`config.mk`:
```
export PLATFORM = sky130hd
export DESIGN_NAME = adc96_lane_capture
export DESIGN_NICKNAME = d
export VERILOG_FILES = /design/src/rtl/adc96_lane_capture.sv
export SDC_FILE = /design/constraint.sdc
export NUM_CORES = 1
export LEC_CHECK = 0
export ABC_AREA = 1
export CAP_MARGIN = 30
export CORE_AREA = 2 2 373 375
export DETAILED_ROUTE_END_ITERATION = 8
export DIE_AREA = 0 0 375 377
export PLACE_DENSITY = 0.42
export SLEW_MARGIN = 15
export SYNTH_ARGS = -nofsm -noshare
export SYNTH_HDL_FRONTEND = slang
export SYNTH_SLANG_ARGS = --single-unit
```
`constraint.sdc`:
```
create_clock -name ANA_ADC_CLK500M -period 5.8 [get_ports ANA_ADC_CLK500M]
set_input_delay 0.87 -clock ANA_ADC_CLK500M [delete_from_list [all_inputs] [get_ports ANA_ADC_CLK500M]]
set_output_delay 0.87 -clock ANA_ADC_CLK500M [all_outputs]
set_load 0.01 [all_outputs]
```
`src/rtl/adc96_lane_capture.sv`:
```
// ADC96 lane capture engine: selects one 36-bit lane word and bursts it into the capture SRAM.
// Optional threshold trigger compiled in with ADC96_CAP_TRIG_EN.
module adc96_lane_capture #(
    parameter int ADDR_W = 12
) (
    input  logic              ANA_ADC_CLK500M,
    input  logic              adc96_rstn,
    input  logic [35:0]       ANA_ADC_DATA_0,
    input  logic [35:0]       ANA_ADC_DATA_1,
    input  logic [35:0]       ANA_ADC_DATA_2,
    input  logic [35:0]       ANA_ADC_DATA_3,
    input  logic [35:0]       ANA_ADC_DATA_4,
    input  logic [35:0]       ANA_ADC_DATA_5,
    input  logic [35:0]       ANA_ADC_DATA_6,
    input  logic [35:0]       ANA_ADC_DATA_7,
    input  logic [35:0]       ANA_ADC_DATA_8,
    input  logic [35:0]       ANA_ADC_DATA_9,
    input  logic [35:0]       ANA_ADC_DATA_10,
    input  logic [35:0]       ANA_ADC_DATA_11,
    input  logic [35:0]       ANA_ADC_DATA_12,
    input  logic [35:0]       ANA_ADC_DATA_13,
    input  logic [35:0]       ANA_ADC_DATA_14,
    input  logic [35:0]       ANA_ADC_DATA_15,
    input  logic [35:0]       ANA_ADC_DATA_16,
    input  logic [35:0]       ANA_ADC_DATA_17,
    input  logic [35:0]       ANA_ADC_DATA_18,
    input  logic [35:0]       ANA_ADC_DATA_19,
    input  logic [35:0]       ANA_ADC_DATA_20,
    input  logic [35:0]       ANA_ADC_DATA_21,
    input  logic [35:0]       ANA_ADC_DATA_22,
    input  logic [35:0]       ANA_ADC_DATA_23,
    input  logic [4:0]        cap_lane_sel,
    input  logic [ADDR_W-1:0] cap_len,
    input  logic              cap_arm,
    input  logic              cap_abort,
    input  logic [8:0]        trig_thresh,
    output logic              mem_wr_en,
    output logic [ADDR_W-1:0] mem_wr_addr,
    output logic [35:0]       mem_wr_data,
    output logic              cap_busy,
    output logic              cap_done,
    output logic              cap_err,
    output logic [ADDR_W:0]   cap_wr_cnt
);

    typedef enum logic [1:0] {
        ST_IDLE    = 2'd0,
        ST_ARMED   = 2'd1,
        ST_CAPTURE = 2'd2
    } state_t;

    state_t            state_r;
    logic [4:0]        sel_r;
    logic [ADDR_W-1:0] len_r;
    logic [ADDR_W-1:0] addr_r;
    logic [35:0]       lane_q_r;
    logic              lane_vld_r;
    logic              mem_wr_en_r;
    logic [ADDR_W-1:0] mem_wr_addr_r;
    logic [35:0]       mem_wr_data_r;
    logic              cap_busy_r;
    logic              cap_done_r;
    logic              cap_err_r;
    logic [ADDR_W:0]   cap_wr_cnt_r;

    logic [35:0]       lanes_s [24];
    logic [35:0]       lane_mux_s;
    logic              hit_s;
    logic              fire_s;
    logic              last_s;

    assign lanes_s[0]  = ANA_ADC_DATA_0;
    assign lanes_s[1]  = ANA_ADC_DATA_1;
    assign lanes_s[2]  = ANA_ADC_DATA_2;
    assign lanes_s[3]  = ANA_ADC_DATA_3;
    assign lanes_s[4]  = ANA_ADC_DATA_4;
    assign lanes_s[5]  = ANA_ADC_DATA_5;
    assign lanes_s[6]  = ANA_ADC_DATA_6;
    assign lanes_s[7]  = ANA_ADC_DATA_7;
    assign lanes_s[8]  = ANA_ADC_DATA_8;
    assign lanes_s[9]  = ANA_ADC_DATA_9;
    assign lanes_s[10] = ANA_ADC_DATA_10;
    assign lanes_s[11] = ANA_ADC_DATA_11;
    assign lanes_s[12] = ANA_ADC_DATA_12;
    assign lanes_s[13] = ANA_ADC_DATA_13;
    assign lanes_s[14] = ANA_ADC_DATA_14;
    assign lanes_s[15] = ANA_ADC_DATA_15;
    assign lanes_s[16] = ANA_ADC_DATA_16;
    assign lanes_s[17] = ANA_ADC_DATA_17;
    assign lanes_s[18] = ANA_ADC_DATA_18;
    assign lanes_s[19] = ANA_ADC_DATA_19;
    assign lanes_s[20] = ANA_ADC_DATA_20;
    assign lanes_s[21] = ANA_ADC_DATA_21;
    assign lanes_s[22] = ANA_ADC_DATA_22;
    assign lanes_s[23] = ANA_ADC_DATA_23;

`ifdef ADC96_CAP_TRIG_EN
    function automatic logic word_hit(input logic [35:0] word, input logic [8:0] thresh);
        logic h;
        h = 1'b0;
        for (int k = 0; k < 4; k++) begin
            h = h | (word[9*k +: 9] >= thresh);
        end
        return h;
    endfunction

    assign hit_s = word_hit(lane_q_r, trig_thresh);
`else
    logic unused_thresh_s;
    assign unused_thresh_s = ^trig_thresh;
    assign hit_s           = 1'b1;
`endif

    // Lane select mux; sel_r never exceeds 23, unmatched codes yield zero.
    always_comb begin
        lane_mux_s = 36'd0;
        for (int i = 0; i < 24; i++) begin
            lane_mux_s = (sel_r == 5'(i)) ? lanes_s[i] : lane_mux_s;
        end
    end

    // lane_vld_r marks lane_q_r as holding a word of the newly latched lane.
    assign fire_s = (state_r == ST_CAPTURE) || ((state_r == ST_ARMED) && lane_vld_r && hit_s);
    assign last_s = (cap_wr_cnt_r == {1'b0, len_r});

    // Lane word pipeline register.
    always_ff @(posedge ANA_ADC_CLK500M or negedge adc96_rstn) begin
        if (!adc96_rstn) begin
            lane_q_r <= 36'd0;
        end else begin
            lane_q_r <= lane_mux_s;
        end
    end

    // Capture FSM with registered SRAM strobe, status flags and counters.
    always_ff @(posedge ANA_ADC_CLK500M or negedge adc96_rstn) begin
        if (!adc96_rstn) begin
            state_r       <= ST_IDLE;
            sel_r         <= 5'd0;
            len_r         <= '0;
            addr_r        <= '0;
            lane_vld_r    <= 1'b0;
            mem_wr_en_r   <= 1'b0;
            mem_wr_addr_r <= '0;
            mem_wr_data_r <= 36'd0;
            cap_busy_r    <= 1'b0;
            cap_done_r    <= 1'b0;
            cap_err_r     <= 1'b0;
            cap_wr_cnt_r  <= '0;
        end else begin
            mem_wr_en_r <= 1'b0;
            case (state_r)
                ST_IDLE: begin
                    lane_vld_r <= 1'b0;
                    if (cap_abort) begin
                        state_r <= ST_IDLE;
                    end else if (cap_arm && (cap_lane_sel <= 5'd23)) begin
                        state_r      <= ST_ARMED;
                        sel_r        <= cap_lane_sel;
                        len_r        <= cap_len;
                        addr_r       <= '0;
                        cap_wr_cnt_r <= '0;
                        cap_done_r   <= 1'b0;
                        cap_err_r    <= 1'b0;
                        cap_busy_r   <= 1'b1;
                    end else if (cap_arm) begin
                        cap_err_r <= 1'b1;
                    end else begin
                        state_r <= ST_IDLE;
                    end
                end
                ST_ARMED, ST_CAPTURE: begin
                    lane_vld_r <= 1'b1;
                    if (cap_abort) begin
                        state_r    <= ST_IDLE;
                        cap_busy_r <= 1'b0;
                    end else if (fire_s) begin
                        mem_wr_en_r   <= 1'b1;
                        mem_wr_addr_r <= addr_r;
                        mem_wr_data_r <= lane_q_r;
                        addr_r        <= addr_r + ADDR_W'(1);
                        cap_wr_cnt_r  <= cap_wr_cnt_r + (ADDR_W+1)'(1);
                        if (last_s) begin
                            state_r    <= ST_IDLE;
                            cap_done_r <= 1'b1;
                            cap_busy_r <= 1'b0;
                        end else begin
                            state_r <= ST_CAPTURE;
                        end
                    end else begin
                        state_r <= state_r;
                    end
                end
                default: begin
                    state_r    <= ST_IDLE;
                    cap_busy_r <= 1'b0;
                    lane_vld_r <= 1'b0;
                end
            endcase
        end
    end

    assign mem_wr_en   = mem_wr_en_r;
    assign mem_wr_addr = mem_wr_addr_r;
    assign mem_wr_data = mem_wr_data_r;
    assign cap_busy    = cap_busy_r;
    assign cap_done    = cap_done_r;
    assign cap_err     = cap_err_r;
    assign cap_wr_cnt  = cap_wr_cnt_r;

endmodule

```
==> qor_table.md <==
| Result | This run |
|---|---|
| Final setup TNS | 0 ns |
| CP Cell Sequence | nor2_4 -> buf_4 -> nand2_2 -> buf_4 -> nor2_1 -> nor2_1 -> nand4_1 -> nor2_1 -> nand4_1 -> nand2_1 -> nand3_1 -> nand2_1 -> nand4_1 -> nor2_1 -> nand4_1 -> nand2_1 -> nand3_1 |
| Setup CP Type | flop to flop |
| Post-DRT Antenna Nets | 0 |
| Number of filler instances in the final layout | 15780 |
| Full die area | 0.1414 mm² |
| Wirelength per Cell | 24.39 µm |
| Total number of vias | 18160 |
| Initial drt markers | 1004 |
| Max VDD drop | 0.0002097 V |
| Clock-pin slew of the registers on the worst-case setup and hold paths | 0.09 ns |
| CP max stage delay | 0.49 ns |
| Top flip-flop cell by instance count after synthesis | dfrtp_1 |
| Cell at the root of the clock tree | clkbuf_16 |
| Depth of the worst register-to-register path | 17 |
| Number of synthesized flops with an enable pin | 0 |
| All-Layer GR Usage | 16.60% |
| Number of nets in the synthesized netlist | 3171 |
| #FFs+latches synth | 133 |
| Number of gates resized after cts | 0 |
| Maximum root-to-sink buffer count | 2 |
| Final critical-path share of the clock period | 74.71% |
| Cell count after synthesis | 2271 |
| Final setup violation count | 0 |
| Hold crit path type | input port to async pin |
| Main area contributors after synthesis | nand2_1 (29%), dfrtp_1 (26%), nand4_1 (8.3%) |
| Share of post-route cells with drive strength above 1 | 6.158% |
| Vias in the first global route | 18410 |
| Depth of the critical timing path with buffers and inverters included | 17 |
| Total of warnings raised by yosys | 0 |
| Global-route congestion overflow total | 0 |
| Routed Wire Length | 122.0 mm |
| Fmax | 230.8 MHz |
| Boundary Pins | 959 |
| Clock tree from TritonCTS | yes |
| Largest area contributor in the synthesized netlist | nand2_1 |
| Number of buffers created by CTS | 17 |
| Final Core Density | 18.28% |
| Clock Skew | 0.02883 ns |
| Row Count | 136 |
| Number of antenna violations at the first check in global routing | 39 |
| Final Max Tran Viols | 0 |
| Setup crit start | sel_r[3] |
| Cell with the biggest individual delay on the critical path | dfrtp_1 |
| R2r startpoint | sel_r[3] |
| Critical path startpoint category | flop |
| Starting density of the core | 9.175% |
| Final #Nets | 4086 |
| Category of the worst setup path capture point | flop |
| Post-route cell area | 0.02504 mm² |
| Data arrival time of the critical path | 4.67 ns |
| Max-cap violation count | 0 |
| Total of hold buffers inserted after clock tree synthesis | 0 |
| Power density cells | 360.9 mW/mm² |
| Average cell area after synthesis | 5.534 µm² |
| Post-layout instance count excluding filler cells | 5001 |
| Wire length of the first global-routing pass | 159.3 mm |
| Synthesis-to-layout area growth | 99.20% |
| Count of unresolved DRC violations after routing | 0 |
| Die Y-Extent | 377 µm |
| Critical path peak fanout | 45 |
| Result of the run | completed |
| Cell area after placement | 0.02435 mm² |
| Largest net degree at the start of global routing | 91 |
| Post CTS Setup Buffer Count | 0 |
| Netlist area before placement | 0.01257 mm² |
| Sinks on Clock Net | 133 |
| Hold violation total from the final report | 0 |
| Post-synthesis async set-or-reset flop share | 100.0% |
| Clock period minus worst slack | 4.333 ns |
| Area of the core region | 0.1370 mm² |
| Fraction of post-synthesis cell area in the top cell type by area | 29.39% |
| Critical path required time | 6.13 ns |
| Worst path buffer plus inverter count | 2 |
| Routability-driven placement congestion ratio | 0.9313 |
| Detailed-routing iteration count for the pre-antenna-repair pass | 5 |
| Standby leakage power | 10.48 nW |
| Register area share after synthesis | 26.48% |
| Netlist cell types | 37 |
| Worst-skew pair later-pin latency | 0.47 ns |
| Per-cell via count in the routed design | 3.632 |
| Category of cells accounting for the largest share of critical-path delay | simple AND/OR/NAND/NOR gates |
| DP Wirelength | 105.0 mm |
| Setup repair after global routing missed its margin | false |
| Max-slew headroom | 37.08% |
| Number of levels the H-tree was split into | 4 |
| Number of placed instances, taps included | 4958 |
| I/O Buffers | 949 |
| Die X-Extent | 375 µm |
| Worst-Margin Slew | 0.9415 ns |
Yosys cell counts (13+ instances only):
library cell	number
a21oi_1	44
buf_2	17
clkbuf_1	77
dfrtp_1	133
inv_1	254
inv_2	15
nand2_1	984
nand3_1	120
nand4_1	166
nor2_1	248
nor3_1	13
o21ai_0	43
or2_1	25
or2_2	64
where the power goes:
part / switching [W] / total (W) / internal [W]
clock: 0.000524 / 0.00125 / 0.000728
sequential: 0.000184 / 0.00147 / 0.00128
combinational: 0.00440 / 0.00632 / 0.00191
total: 0.00511 / 0.00904 / 0.00392
routing by layer:
layer / vias up / global-route usage (%) / share of wire (%)
li1: 8927 / - / -
met1: 8438 / 21.17 / 44
met2: 704 / 28.62 / 48
met3: 83 / 3.100 / 5.7
met4: 10 / 4.086 / 2.3
met5: - / 0 / 0.056
cells in the final DEF, fill, tap and decap left out, drive strengths merged:
cell type | synthesis | routed
nand2 | 987 | 987
clkdlybuf4s50 | 0 | 948
inv | 269 | 274
nor2 | 260 | 260
nand4 | 166 | 166
dfrtp | 133 | 133
nand3 | 120 | 120
or2 | 101 | 101
buf | 24 | 49
o21ai | 45 | 45
a21oi | 44 | 44
nor3 | 20 | 20
clkbuf | 77 | 19
diode | 0 | 8
ha | 6 | 6
bufinv | 0 | 4
xnor2 | 3 | 3
nor4 | 3 | 3
clkinv | 1 | 3
a31oi | 2 | 2
a2111oi | 2 | 2
clkinvlp | 0 | 2
a22oi | 1 | 1
nor3b | 1 | 1
o21a | 1 | 1
o2111ai | 1 | 1
xor2 | 1 | 1
o22ai | 1 | 1
o31ai | 1 | 1
a221oi | 1 | 1
per-stage QoR:
stage / setup WS, ns / hold slack (ns) / total power [W]
6_report: 1.467 / 0.3051 / 0.009036
5_1_grt: 1.144 / 0.3004 / 0.009764
4_1_cts: 1.010 / 0.4304 / 0.009370
3_5_place_dp: 1.070 / 0.4318 / 0.008061
3_3_place_gp: 1.043 / 0.4291 / 0.008048
2_1_floorplan: 3.339 / 0.4254 / 0.003896
logic make-up (layout without fill, tap and decap cells):
group           after synthesis  in the layout  share of synthesized area [%]
simple gates               1658           1658                          57.09
buf+inv                     371           1299                          11.40
flops                       133            133                          26.48
compound gates               99             99                          4.151
fa+ha+maj                     6              6                         0.5973
xor+xnor                      4              4                         0.2788
other cells                   0              8                              0
worst paths after layout:
kind | slack (ns) | endpoint
hold / removal | 0.31 | mem_wr_addr[1]
min in group ANA_ADC_CLK500M | 0.43 | mem_wr_data[4]
setup reg to reg | 1.47 | lane_q_r[2]
hold reg to reg | 0.43 | mem_wr_data[4]
max in group asynchronous | 4.13 | lane_q_r[4]
setup / recovery | 1.47 | lane_q_r[2]
registers in the layout (all words and copies together) (netlist names):
| name | count |
|---|---|
| lane_q_r | 36 |
| sel_r | 5 |
| lane_vld_r | 1 |
| mem_wr_data | 36 |
| mem_wr_addr | 12 |
| mem_wr_en | 1 |
| len_r | 12 |
| cap_done | 1 |
| cap_wr_cnt | 13 |
| cap_busy | 1 |
| state_r | 2 |
| addr_r | 12 |
| cap_err | 1 |
area by class of cell:
cell class / instances / area, µm² / area share [%]
flip-flops and latches: 133 / 3328 / 13.29
diodes: 8 / 20.02 / 0.07996
clock inverters: 13 / 192.7 / 0.7696
well taps: 1794 / 2245 / 8.966
repair buffers: 997 / 9881 / 39.47
multi-input cells: 1767 / 7924 / 31.65
inverters: 270 / 1013 / 4.048
clock buffers: 19 / 432.9 / 1.729
Note: power is estimated with default switching activity, not from simulation.
